File: src/rtl/vsr_pkg.sv
// vsr_pkg: shared encodings for versatile_shift_reg and its shift core.
//   MODE_*    : 3-bit operation codes used on the mode port and the core op input
//   S_IDLE/S_BURST : burst FSM states
//   DIR_*     : burst direction values
package vsr_pkg;

    localparam logic [2:0] MODE_HOLD = 3'b000;
    localparam logic [2:0] MODE_LOAD = 3'b001;
    localparam logic [2:0] MODE_SHL  = 3'b010;
    localparam logic [2:0] MODE_SHR  = 3'b011;
    localparam logic [2:0] MODE_ROL  = 3'b100;
    localparam logic [2:0] MODE_ROR  = 3'b101;
    localparam logic [2:0] MODE_ASR  = 3'b110;

    typedef enum logic {
        S_IDLE  = 1'b0,
        S_BURST = 1'b1
    } vsr_state_e;

    localparam logic DIR_RIGHT = 1'b0;
    localparam logic DIR_LEFT  = 1'b1;

endpackage

File: src/rtl/vsr_shift_core.sv
// vsr_shift_core: combinational next-value generator for the shift register.
// Ports:
//   q        in  WIDTH  current register value
//   op       in  3      operation code (vsr_pkg MODE_*); 111 acts as hold
//   ser_in_l in  1      bit entering at the MSB on SHR
//   ser_in_r in  1      bit entering at the LSB on SHL
//   par_in   in  WIDTH  parallel load data
//   q_next   out WIDTH  value the register takes for this op
module vsr_shift_core
    import vsr_pkg::*;
#(
    parameter int WIDTH = 8
) (
    input  logic [WIDTH-1:0] q,
    input  logic [2:0]       op,
    input  logic             ser_in_l,
    input  logic             ser_in_r,
    input  logic [WIDTH-1:0] par_in,
    output logic [WIDTH-1:0] q_next
);

    always_comb begin
        q_next = q;
        case (op)
            MODE_LOAD: q_next = par_in;
            MODE_SHL:  q_next = {q[WIDTH-2:0], ser_in_r};
            MODE_SHR:  q_next = {ser_in_l, q[WIDTH-1:1]};
            MODE_ROL:  q_next = {q[WIDTH-2:0], q[WIDTH-1]};
            MODE_ROR:  q_next = {q[0], q[WIDTH-1:1]};
            MODE_ASR:  q_next = {q[WIDTH-1], q[WIDTH-1:1]};
            default:   q_next = q;
        endcase
    end

endmodule

File: src/rtl/versatile_shift_reg.sv
// versatile_shift_reg: WIDTH-bit register with single-cycle shift/rotate/load
// modes and a self-timed burst engine that shifts burst_len times per start.
// Optional macro VSR_PARITY_EN adds a registered parity output (== ^q).
// Ports:
//   clk, reset          clock and synchronous active-high reset
//   en, mode, par_in    single-cycle operation controls (IDLE only)
//   ser_in_l, ser_in_r  serial inputs at MSB / LSB
//   start, burst_dir, burst_len   burst request
//   q, ser_out_l, ser_out_r       register contents and its end bits
//   busy, done          burst handshake
//   parity              (VSR_PARITY_EN only) XOR reduction of q
//
// state   | meaning
// S_IDLE  | single-cycle modes apply; start launches a burst
// S_BURST | one shift per edge until the counter reaches 1
module versatile_shift_reg
    import vsr_pkg::*;
#(
    parameter  int WIDTH = 8,
    localparam int CW    = $clog2(WIDTH + 1)
) (
    input  logic             clk,
    input  logic             reset,
    input  logic             en,
    input  logic [2:0]       mode,
    input  logic [WIDTH-1:0] par_in,
    input  logic             ser_in_l,
    input  logic             ser_in_r,
    input  logic             start,
    input  logic             burst_dir,
    input  logic [CW-1:0]    burst_len,
    output logic [WIDTH-1:0] q,
`ifdef VSR_PARITY_EN
    output logic             parity,
`endif
    output logic             ser_out_l,
    output logic             ser_out_r,
    output logic             busy,
    output logic             done
);

    localparam logic [CW-1:0] WIDTH_C = CW'(WIDTH);

    vsr_state_e       state_q, state_d;
    logic [CW-1:0]    cnt_q, cnt_d;
    logic             dir_q, dir_d;
    logic [WIDTH-1:0] q_q, q_d;
    logic             busy_q, busy_d;
    logic             done_q, done_d;
    logic [2:0]       core_op;
    logic [WIDTH-1:0] core_next;

    // During a burst the core is driven as a plain SHL/SHR so the serial
    // inputs enter exactly as they would in the single-cycle modes.
    always_comb begin
        if (state_q == S_BURST) begin
            core_op = (dir_q == DIR_LEFT) ? MODE_SHL : MODE_SHR;
        end else begin
            core_op = en ? mode : MODE_HOLD;
        end
    end

    vsr_shift_core #(
        .WIDTH (WIDTH)
    ) u_core (
        .q        (q_q),
        .op       (core_op),
        .ser_in_l (ser_in_l),
        .ser_in_r (ser_in_r),
        .par_in   (par_in),
        .q_next   (core_next)
    );

    always_comb begin
        state_d = state_q;
        cnt_d   = cnt_q;
        dir_d   = dir_q;
        q_d     = q_q;
        busy_d  = busy_q;
        done_d  = 1'b0;
        case (state_q)
            S_IDLE: begin
                if (start) begin
                    if (burst_len == '0) begin
                        done_d = 1'b1;
                    end else begin
                        state_d = S_BURST;
                        cnt_d   = (burst_len > WIDTH_C) ? WIDTH_C : burst_len;
                        dir_d   = burst_dir;
                        busy_d  = 1'b1;
                    end
                end else if (en) begin
                    q_d = core_next;
                end
            end
            S_BURST: begin
                q_d   = core_next;
                cnt_d = cnt_q - 1'b1;
                if (cnt_q == CW'(1)) begin
                    state_d = S_IDLE;
                    busy_d  = 1'b0;
                    done_d  = 1'b1;
                end
            end
            default: state_d = S_IDLE;
        endcase
    end

    always_ff @(posedge clk) begin
        if (reset) begin
            state_q <= S_IDLE;
            cnt_q   <= '0;
            dir_q   <= DIR_RIGHT;
            q_q     <= '0;
            busy_q  <= 1'b0;
            done_q  <= 1'b0;
        end else begin
            state_q <= state_d;
            cnt_q   <= cnt_d;
            dir_q   <= dir_d;
            q_q     <= q_d;
            busy_q  <= busy_d;
            done_q  <= done_d;
        end
    end

`ifdef VSR_PARITY_EN
    logic parity_q;

    always_ff @(posedge clk) begin
        if (reset) begin
            parity_q <= 1'b0;
        end else begin
            parity_q <= ^q_d;
        end
    end

    assign parity = parity_q;
`endif

    assign q         = q_q;
    assign ser_out_l = q_q[WIDTH-1];
    assign ser_out_r = q_q[0];
    assign busy      = busy_q;
    assign done      = done_q;

endmodule

File: config.mk
export PLATFORM = sky130hd
export DESIGN_NAME = versatile_shift_reg
export DESIGN_NICKNAME = d
export VERILOG_FILES = /design/src/rtl/vsr_pkg.sv /design/src/rtl/vsr_shift_core.sv /design/src/rtl/versatile_shift_reg.sv
export SDC_FILE = /design/constraint.sdc
export NUM_CORES = 1
export LEC_CHECK = 0
export CAP_MARGIN = 20
export CORE_MARGIN = 1.5
export CORE_UTILIZATION = 45
export CTS_CLUSTER_DIAMETER = 50
export DETAILED_ROUTE_END_ITERATION = 8
export PLACE_DENSITY = 0.75
export SYNTH_ARGS = -nofsm -noshare
export SYNTH_HDL_FRONTEND = slang
export SYNTH_SLANG_ARGS = --single-unit
File: constraint.sdc
create_clock -name clk -period 2.1 [get_ports clk]
set_input_delay 0.315 -clock clk [delete_from_list [all_inputs] [get_ports clk]]
set_output_delay 0.315 -clock clk [all_outputs]
set_load 0.01 [all_outputs]
# Word-level counts from Yosys, hierarchy flattened
# Cells that the tools add are included.
# word_totals
out_inout_bits	12
ff_bits	16
word_cells	50
# classes
n_lt_le_gt_ge	1
add_sub_neg	1
n_mux	23
n_eq_ne	12
n_reduce_logical	5
n_bitwise	2
# op_table
op	count
$pmux 8 s6	1
$mux 8	2
$pmux 8 s2	1
$mux 4	3
$mux 1	10
$eq 3x3->1 const B	3
$ne 2x2->1 const B	4
$pmux 4 s2	1
$eq 3x2->1 const B	2
$mux 3	2
$pmux 1 s2	3
$reduce_and 3->1	2
$eq 4x1->1 const B	1
$gt 4x4->1 const B	1
$logic_not 4->1	1
$reduce_and 2->1	2
$sub 4x1->4 const B	1
$eq 3x1->1 const B	1
$ne 2x1->1 const B	1
$not 1->1	2

# Longest topological paths before layout
# Gate-level depths: netlist (run 1).
# logic_depth
depth_word	7
depth_mapped	6
mapped_depth_nobuf	5

# Hierarchy
# Synthesis (run 1) repeated with hierarchy kept, for this count alone.
# unflattened
cells_unflattened	140
hier_area_um2	1224.9
# modules_own_cells
mod	n_inst	cells_per_inst	seq_area_each_um2	area_each_um2
versatile_shift_reg	1	92	320.3	820.8
vsr_shift_core	1	48	0.0	404.1

# Worst setup path after synthesis (run 1)
# No wires, ideal clock.
# synth_timing
kind	input port to flip-flop
start	input port mode[2]
end	register q_q[0], in the netlist q[0]
cell_stages	5
setup_ns	0.144
setup_slack_ns	0.455
n_path_buf	1
t_arrival_ns	1.501
required_ns	1.956
cell_sequence	buf_2 -> and3_4 -> nor4_4 -> mux2i_1 -> o221ai_1
# synth_between
elab_chain_len	7
word_cells_on_any_way	12
# synth_rtl
element	line_no	rtl
from (decl)	versatile_shift_reg.sv:25	input logic [2:0] mode,
$mux 3 *	versatile_shift_reg.sv:59	core_op = en ? mode : MODE_HOLD;
$mux 3 *	versatile_shift_reg.sv:56	if (state_q == S_BURST) begin
$eq 3x3->1 (tied with other cells)	vsr_shift_core.sv:24	case (op)
$pmux 8 s6 *	vsr_shift_core.sv:24	
$mux 8	versatile_shift_reg.sv:92	end else if (en) begin
$mux 8	versatile_shift_reg.sv:83	if (start) begin
$pmux 8 s2 *	versatile_shift_reg.sv:81	case (state_q)
to (signal assigned)	versatile_shift_reg.sv:121	q_q <= q_d;
to (decl)	versatile_shift_reg.sv:47	logic [WIDTH-1:0] q_q, q_d;
# Every way passes the cells marked *; elsewhere a longest branch is shown, timed or not. The select of a mux whose other input is x is not followed.
# A chain may end at the register's enable or synchronous reset.

# Final worst setup path (run 1)
# layout_timing
start	input port mode[2]
end	register q_q[5], in the netlist q[5]
# Same word-level chain as after synthesis.

==> impl_metrics.json, run 1 <==
{
  "required_ns": 2.32,
  "postSynthRegisterBits": 16,
  "diodes": 0,
  "p_leak_nw": 0.5397,
  "final-hold-violation-count": 0,
  "p_total_mw": 0.8251,
  "port_buffers": 33,
  "vias": 1267,
  "synth.area.mux_share_pct": 8.704,
  "critPathArrivalTime_ns": 1.98,
  "slowest_delay_ns": 0.60,
  "post-route-util_pct": 61.22,
  "firstDrtPassIters": 4,
  "cellPowerDensity_nw_per_um2": 497.3,
  "synth_area_leaders": "dfxtp_1, nand3b_1, mux2i_1, a211oi_1, nor3b_1",
  "relSlewSlack_pct": 53.34,
  "grt_pass1_wl_mm": 5.485,
  "post-cts-setup-buffers": 0,
  "coreArea_sq_um": 2710,
  "synth_compound_area_share_pct": 22.85,
  "final_cells": 215,
  "avgSynthCellArea_sq_um": 8.433,
  "clock_skew_ns": 0.007400,
  "worst_pin_slew_ns": 0.6940,
  "status": "finished clean",
  "synth_cell_types": 40,
  "yosys.area_share.simple_pct": 32.05,
  "setup_viol": 0,
  "drtIter0Drc": 33,
  "numCtsBuffers": 3,
  "die_h_um": 56.02,
  "yosys_warnings": 0,
  "critPathMaxFanout": 6,
  "worstHoldPathType": "reg -> reg",
  "rows": 19,
  "grt_antenna_before_repair": 0,
  "path_delay_family": "compound AO/OA/AOI/OAI gates",
  "die-area_sq_um": 3138,
  "p_comb_share_pct": 31.1,
  "ctsResizeCount": 0,
  "drtAntennaViolNets": 0,
  "yosysSeqAreaShare_pct": 25.32,
  "pin_count": 34,
  "path_clk_slew_ns": 0.11,
  "synth_nets": 174,
  "dp.final_hpwl_mm": 2.477,
  "path_cells": "clkdlybuf4s50_1 -> xnor2_1 -> o31ai_1 -> a211oi_1 -> o22ai_1",
  "cts_tree": "yes",
  "wirelength_mm": 3.351,
  "netlist_area_sq_um": 1265,
  "nets": 209,
  "yosysTopAreaCell": "dfxtp_1",
  "drv_slew": 0,
  "synth_top_family_by_area": "simple AND/OR/NAND/NOR gates",
  "fill_cells": 261,
  "gp_congestion": 0.8934,
  "clk_latency_ns": 0.30,
  "dp_cells": 211,
  "critPathKind": "in -> reg",
  "cts_max_level": 1,
  "ir_worst_vdd_v": 0.0003145,
  "synth_xor_area_share_pct": 1.385,
  "p_sw_mw": 0.2562,
  "synthTopCellsByCount": "dfxtp_1, nand3b_1, mux2i_1",
  "clockRootBuffer": "clkbuf_4",
  "drive_gt1_share_pct": 10.87,
  "worstSetupStartpointType": "input port",
  "min_period_ns": 1.755,
  "grt_max_degree": 31,
  "synth_edf_count": 0,
  "cp.buffers_inverters": 1,
  "async_reset_ff_share_pct": 0,
  "detail_route.vias_per_cell": 5.893,
  "area_delta_synth_final_pct": 31.16,
  "syn_inst": 150,
  "clkSinkCount": 16,
  "crit_slowest_cell": "clkdlybuf4s50_1",
  "clock_power_share_pct": 26.7,
  "track_usage_pct": 21.55,
  "fin_crit_sh_pct": 83.59,
  "fmax_mhz": 569.7,
  "whs_ns": 0.5010,
  "cts_buffer_depth": 2,
  "drc_errors": 0,
  "cts_hold_buf": 0,
  "grt_setup_unrepaired": "no",
  "drv_cap": 0,
  "synth-adder-area-share_pct": 1.978,
  "die_x_um": 56.02,
  "power.internal_mw": 0.5689,
  "seqPwrFrac_pct": 42.2,
  "crit_path_end_kind": "register",
  "start_util_pct": 46.68,
  "wl_per_cell_um": 15.59,
  "final.setup.tns_ns": 0,
  "synth_top_area_share_pct": 25.32,
  "grt-ovfl-total": 0,
  "ys.flop_type": "dfxtp_1",
  "switching_share_pct": 31.05,
  "first_global_vias": 1223
}
per-stage QoR:
step                instance area, sq um  setup slack [ns]
global route                        1659            0.2203
finish                              1659            0.3446
floorplan                           1265            0.4550
CTS                                 1659            0.3751
detailed placement                  1623           0.05952
global placement                    1623           0.07413
final timing paths:
kind | end | slack (ns) | startpoint | depth (start not counted)
max | q[5]$_SDFFE_PP0P_ | 0.34 | mode[2] | 5
min | cnt_q[2]$_SDFFE_PP0P_ | 0.50 | cnt_q[2]$_SDFFE_PP0P_ | 2
max reg2reg | q[5]$_SDFFE_PP0P_ | 0.55 | state_q$_SDFF_PP0_ | 4
min reg2reg | cnt_q[2]$_SDFFE_PP0P_ | 0.50 | cnt_q[2]$_SDFFE_PP0P_ | 2
area by class of cell:
type	instances	area, sq um	share of cell area (%)
sequential	16	320.3	19.31
clock buffer	4	36.28	2.187
multi-input combinational	118	847.1	51.06
tap	31	38.79	2.338
timing repair buffer	43	405.4	24.43
inverter	3	11.26	0.6787
state kept, by name (all words and copies together) (netlist names):
name,cells
cnt_q,4
q,8
dir_q,1
done,1
busy,1
state_q,1
worst register-to-register path, stage by stage (launching register included):
cell      delay, ns
dfxtp_1        0.33
nand2b_1       0.18
o31ai_1        0.62
a211oi_1       0.17
o22ai_1        0.17
placed cells by master (no fill, tap or decap), drive strengths merged:
master and count:
clkdlybuf4s50 33, nand3b 16, dfxtp 16, mux2i 11, o21ai 10, nor3b 10, a211oi 10, buf 10
a21oi 8, and2 7, o22ai 6, nor2 6, nor2b 4, nand2 4, clkbuf 4, nand2b 3
inv 3, xnor2 2, o311ai 2, ha 2, nor4 2, o21bai 2, o41ai 1, nor4bb 1
and3 1, nor3 1, o31ai 1, or2 1, nand3 1, a2bb2oi 1, o211ai 1, a2111oi 1
or2b 1, and4bb 1, o221ai 1
routing by layer:
layer / up-vias / track usage [%] / part of all wire [%]
met3: 4 / 3.256 / 4.1
met4: 0 / 8.503 / 1.0
met5: - / 0 / 0
li1: 631 / - / -
met1: 602 / 26.62 / 45
met2: 30 / 37.31 / 50
cell families (layout without fill, tap and decap cells):
group,count (synthesis),after routing
buffers and inverters,16,50
AO/OA/AOI/OAI,44,44
multiplexers,11,11
AND/OR/NAND/NOR,59,59
XOR/XNOR,2,2
adder cells (fa/ha/maj),2,2
flip-flops,16,16
power groups by stage:
stage	Clock (mW)	Combinational [mW]	Sequential, mW
final	0.220	0.257	0.348
after global routing	0.239	0.278	0.351
after CTS	0.221	0.256	0.348
after detailed placement	0	0.255	0.355
after global placement	0	0.248	0.354
after floorplan	0	0.152	0.351
Note: power is estimated with default switching activity, not from simulation.
==> inputs of run 2 (changes only) <==
==> constraint.sdc (replaced) <==
create_clock -name clk -period 1.7 [get_ports clk]
set_input_delay 0.255 -clock clk [delete_from_list [all_inputs] [get_ports clk]]
set_output_delay 0.255 -clock clk [all_outputs]
set_load 0.01 [all_outputs]
==> run 2 against run 1 <==
Effect of this change:
- first-iteration DRC count up 21%
- global-route usage up 1.2 points
- core utilization up 3.1 points
- final area up 5.1%
- via count up 3.5%
- final cell count up 3.3%
- sequential power up 24%
- sequential share of layout area down 0.94 points
- clock power up 21%
- setup slack worse by 0.24 ns
- largest cell class unchanged
- register-to-register slack worse by 0.24 ns
- combinational power up 31%
==> impl_metrics.json, run 2 (synthesis gave the netlist of run 1 again) <==
{
  "setup_viol": 0,
  "grt_pass1_wl_mm": 5.844,
  "final_cells": 222,
  "crit_path_end_kind": "register",
  "cts_buffer_depth": 2,
  "path_clk_slew_ns": 0.10,
  "fin_ws_ns": 0.1014,
  "track_usage_pct": 22.75,
  "layout_commonest_cell": "clkdlybuf4s50_1",
  "critPathArrivalTime_ns": 1.78,
  "gp_congestion": 0.8315,
  "die-area_sq_um": 3138,
  "die_h_um": 56.02,
  "final_cell_area_sq_um": 1744,
  "clkSinkCount": 16,
  "rows": 19,
  "ctsResizeCount": 1,
  "worstSetupStartpointType": "input port",
  "pin_count": 34,
  "layout_common_cells": "clkdlybuf4s50_1, nand3b_1, dfxtp_1",
  "cp.buffers_inverters": 2,
  "slowest_delay_ns": 0.49,
  "start_util_pct": 46.68,
  "final-hold-violation-count": 0,
  "clockRootBuffer": "clkbuf_4",
  "fill_cells": 245,
  "r2r.worst_path.cells": 5,
  "multiInputGateArea_sq_um": 860.8,
  "nets": 216,
  "holdPathStages": 2,
  "register_area_sq_um": 320.3,
  "fin_crit_sh_pct": 94.03,
  "firstDrtPassIters": 4,
  "path_cells": "clkdlybuf4s50_1 -> buf_4 -> xnor2_1 -> nor3b_1 -> o311ai_0 -> mux2i_1",
  "worstHoldStart": "cnt_q[2]$_SDFFE_PP0P_",
  "numCtsBuffers": 3,
  "r2r-end": "q[7]$_SDFFE_PP0P_",
  "status": "finished clean",
  "rrSetupSlack_ns": 0.31,
  "drc_errors": 0,
  "drtIter0Drc": 40,
  "critPathMaxFanout": 5,
  "min_to": "cnt_q[2]$_SDFFE_PP0P_",
  "worstHoldPathType": "reg -> reg",
  "fmax_mhz": 625.6,
  "cts_tree": "yes",
  "coreArea_sq_um": 2710,
  "ir_worst_vdd_v": 0.0004332,
  "detail_route.vias_per_cell": 5.905,
  "postPlaceCellArea_sq_um": 1688,
  "clk_latency_ns": 0.29,
  "die_x_um": 56.02,
  "post-route-util_pct": 64.36,
  "grt-ovfl-total": 0,
  "critPathKind": "in -> reg",
  "wl_per_cell_um": 14.68,
  "dp_cells": 218,
  "final.setup.tns_ns": 0,
  "crit_slowest_cell": "clkdlybuf4s50_1",
  "port_buffers": 33,
  "p_leak_nw": 0.5901,
  "area_delta_synth_final_pct": 37.88,
  "worst_pin_slew_ns": 0.4126,
  "grt_max_degree": 31,
  "drive_gt1_share_pct": 14.66,
  "pre_cts_ws_ns": -0.4121,
  "dp.final_hpwl_mm": 2.428,
  "diodes": 0,
  "drtAntennaViolNets": 0,
  "cellPowerDensity_nw_per_um2": 592.2,
  "largest_reg_flops": 8,
  "required_ns": 1.88,
  "r2r-start": "state_q$_SDFF_PP0_",
  "drv_slew": 0,
  "drv_cap": 0,
  "grt_antenna_before_repair": 0,
  "vias": 1311,
  "min_period_ns": 1.599,
  "path_delay_family": "buffers and inverters",
  "relSlewSlack_pct": 72.28,
  "first_global_vias": 1260,
  "clock_skew_ns": 0.002293,
  "wirelength_mm": 3.260,
  "grt_setup_unrepaired": "no",
  "post-cts-setup-buffers": 0,
  "cts_max_level": 1,
  "cts_hold_buf": 0
}
[run 2: cell count changes in the layout (fill, tap and decap cells not counted)]
cell	previous run	this run
buf_12	0	1
buf_4	10	15
buf_6	0	1
clkdlybuf4s50_1	33	32
dlymetal6s2s_1	0	1
o31ai_1	1	0
o31ai_4	0	1
[run 2: how the worst max path moves through the flow]
stage	startpoint	endpoint	cells after the start
6_report	mode[1]	q[7]$_SDFFE_PP0P_	6
5_1_grt	mode[1]	q[7]$_SDFFE_PP0P_	6
4_1_cts	mode[2]	q[3]$_SDFFE_PP0P_	7
3_5_place_dp	mode[1]	q[6]$_SDFFE_PP0P_	6
3_3_place_gp	mode[1]	q[4]$_SDFFE_PP0P_	6
2_1_floorplan	mode[2]	q[0]$_SDFFE_PP0P_	5
[run 2: routing by layer]
metal / global-route usage (%) / wire (um) / vias to the layer above
li1: - / - / 644
met1: 28.49 / 1384 / 611
met2: 39.33 / 1645 / 49
met3: 3.488 / 171 / 7
met4: 8.163 / 59 / 0
met5: 0 / 0 / -
[run 2: power breakdown]
| group | switching, mW | internal [mW] | total (mW) | leakage [nW] |
|---|---|---|---|---|
| Combinational | 0.150 | 0.187 | 0.337 | 0.438 |
| Sequential | 0.0289 | 0.401 | 0.430 | 0.131 |
| Clock | 0.135 | 0.131 | 0.266 | 0.0210 |
| Total | 0.314 | 0.719 | 1.03 | 0.590 |
[run 2: final cells by class]
class	count	share of cell area, %
Inverter	3	0.6456
Timing Repair Buffer	50	27.33
Tap cell	31	2.224
Multi-Input combinational cell	118	49.35
Clock buffer	4	2.080
Sequential cell	16	18.36
[run 2: worst reg2reg max path, stage by stage, from the launching register on]
cell and delay [ns]:
dfxtp_1 0.33, nand2b_1 0.19, buf_4 0.16, nand2b_1 0.13, o311ai_0 0.36, mux2i_1 0.12
[run 2: through the flow]
step | hold WS, ns | power (mW)
detailed placement | 0.4699 | 0.7681
CTS | 0.4901 | 1.038
finish | 0.4909 | 1.033
global route | 0.5085 | 1.098
global placement | 0.4609 | 0.7601
floorplan | 0.3910 | 0.6216
==> inputs of run 3 (changes only) <==
--- a/config.mk
+++ b/config.mk
@@ -8,6 +8,7 @@
 export CAP_MARGIN = 20
 export CORE_MARGIN = 1.5
 export CORE_UTILIZATION = 45
+export CTS_BUF_LIST = sky130_fd_sc_hd__clkbuf_8
 export CTS_CLUSTER_DIAMETER = 50
 export DETAILED_ROUTE_END_ITERATION = 8
 export PLACE_DENSITY = 0.75
==> run 3 against run 2 <==
Effect of this change:
- sequential share of layout area down 0.47 points
- critical path type is now reg -> out
- sequential power hardly changed
- critical path depth fell by 5
- register-to-register slack barely moved
==> impl_metrics.json, run 3 (synthesis gave the netlist of run 1 again) <==
{
  "worstHoldPathType": "reg -> reg",
  "clockRootBuffer": "clkbuf_8",
  "grt_pass1_wl_mm": 5.871,
  "die_h_um": 56.02,
  "pin_count": 34,
  "path_delay_family": "buffers and inverters",
  "grt_setup_unrepaired": "no",
  "nets": 217,
  "vias": 1302,
  "fill_cells": 235,
  "wirelength_mm": 3.278,
  "cts_buffer_depth": 2,
  "worstHoldStart": "cnt_q[2]$_SDFFE_PP0P_",
  "layout_common_cells": "clkdlybuf4s50_1, nand3b_1, dfxtp_1, buf_4, mux2i_1",
  "worstSetupStartpointType": "register",
  "gp_congestion": 0.8315,
  "wl_per_cell_um": 14.70,
  "area_delta_synth_final_pct": 41.54,
  "port_buffers": 33,
  "layout_commonest_cell": "clkdlybuf4s50_1",
  "track_usage_pct": 22.51,
  "largest_reg_flops": 8,
  "min_period_ns": 1.533,
  "path_clk_slew_ns": 0.07,
  "drc_errors": 0,
  "drtAntennaViolNets": 0,
  "cts_max_level": 1,
  "path_cells": "clkdlybuf4s50_1",
  "final_cell_area_sq_um": 1790,
  "drv_cap": 0,
  "r2r-start": "state_q$_SDFF_PP0_",
  "die_x_um": 56.02,
  "status": "finished clean",
  "coreArea_sq_um": 2710,
  "clock_skew_ns": 0.002975,
  "crit_path_end_kind": "output pin",
  "cp.buffers_inverters": 1,
  "cts_tree": "yes",
  "whs_ns": 0.4869,
  "cts_hold_buf": 0,
  "worst_pin_slew_ns": 0.3625,
  "cp.depth": 1,
  "die-area_sq_um": 3138,
  "slowest_delay_ns": 0.58,
  "start_util_pct": 46.68,
  "numCtsBuffers": 3,
  "grt-ovfl-total": 0,
  "fin_crit_sh_pct": 90.20,
  "holdPathStages": 2,
  "grt_antenna_before_repair": 0,
  "final.setup.tns_ns": 0,
  "clk_latency_ns": 0.25,
  "required_ns": 1.44,
  "first_global_vias": 1265,
  "detail_route.vias_per_cell": 5.839,
  "fmax_mhz": 652.2,
  "clkSinkCount": 16,
  "setup_viol": 0,
  "rows": 19,
  "drv_slew": 0,
  "critPathArrivalTime_ns": 1.28,
  "critPathKind": "reg -> out",
  "drive_gt1_share_pct": 16.15,
  "critPathMaxFanout": 6,
  "relSlewSlack_pct": 75.21,
  "ir_worst_vdd_v": 0.0005131,
  "grt_max_degree": 31,
  "drtIter0Drc": 44,
  "postPlaceCellArea_sq_um": 1688,
  "r2r.worst_path.cells": 5,
  "crit_start": "q[7]$_SDFFE_PP0P_",
  "cellPowerDensity_nw_per_um2": 623.9,
  "diodes": 0,
  "final-hold-violation-count": 0,
  "p_leak_nw": 0.6372,
  "crit_slowest_cell": "clkdlybuf4s50_1",
  "firstDrtPassIters": 4,
  "dp.final_hpwl_mm": 2.428
}
run 3: cell types whose count changed in the layout (fill, tap and decap cells not counted):
cell / delta
buf_4: +1
dlymetal6s2s_1: +3
nor3_1: -1
clkbuf_8: +3
clkbuf_4: -3
clkdlybuf4s50_1: -3
xnor2_1: -1
xnor2_2: +1
nor3_2: +1
run 3: path summary, 6_finish.rpt:
| check | endpoint | slack, ns |
|---|---|---|
| worst max-delay path | ser_out_l | 0.17 |
| worst min-delay path | cnt_q[2]$_SDFFE_PP0P_ | 0.49 |
| worst max register to register | q[7]$_SDFFE_PP0P_ | 0.32 |
| worst min register to register | cnt_q[2]$_SDFFE_PP0P_ | 0.49 |
run 3: per-stage QoR:
step / std cells / util (%) / setup WS [ns] / total power, mW
final: 223 / 66.07 / 0.1666 / 1.117
after global routing: 223 / 66.07 / 0.06098 / 1.181
after CTS: 222 / 64.50 / 0.03239 / 1.115
after detailed placement: 218 / 62.28 / -0.4121 / 0.7681
after global placement: 218 / 62.28 / -0.3009 / 0.7601
after floorplan: 150 / - / 0.1150 / 0.6216
run 3: power by group:
group	switching (mW)	leakage, nW	internal (mW)	total (mW)
Combinational	0.151	0.477	0.190	0.341
Sequential	0.0287	0.131	0.402	0.430
Clock	0.140	0.0288	0.205	0.346
run 3: what timing repair did:
item                                    4_1_cts  5_1_grt
buffers inserted                              0        1
cloned                                        0        0
pin swaps                                     0        0
endpoints found under the setup margin        6        7
resized for setup                             1        8
run 3: layer usage:
layer / share of wire (%) / vias to the layer above / global-route usage (%) / routed length (um)
met4: 0.31 / 0 / 5.442 / 10
met2: 52 / 38 / 39.33 / 1718
met5: 0 / - / 0 / 0
met1: 43 / 618 / 29.35 / 1425
met3: 3.8 / 2 / 2.791 / 125
li1: - / 644 / - / -
run 3: final cells by class:
class / instances / area (sq um) / area share, %
Multi-Input combinational cell: 118 / 873.3 / 48.78
Tap cell: 31 / 38.79 / 2.166
Sequential cell: 16 / 320.3 / 17.89
Inverter: 3 / 11.26 / 0.6289
Timing Repair Buffer: 51 / 491.7 / 27.46
Clock buffer: 4 / 55.05 / 3.075
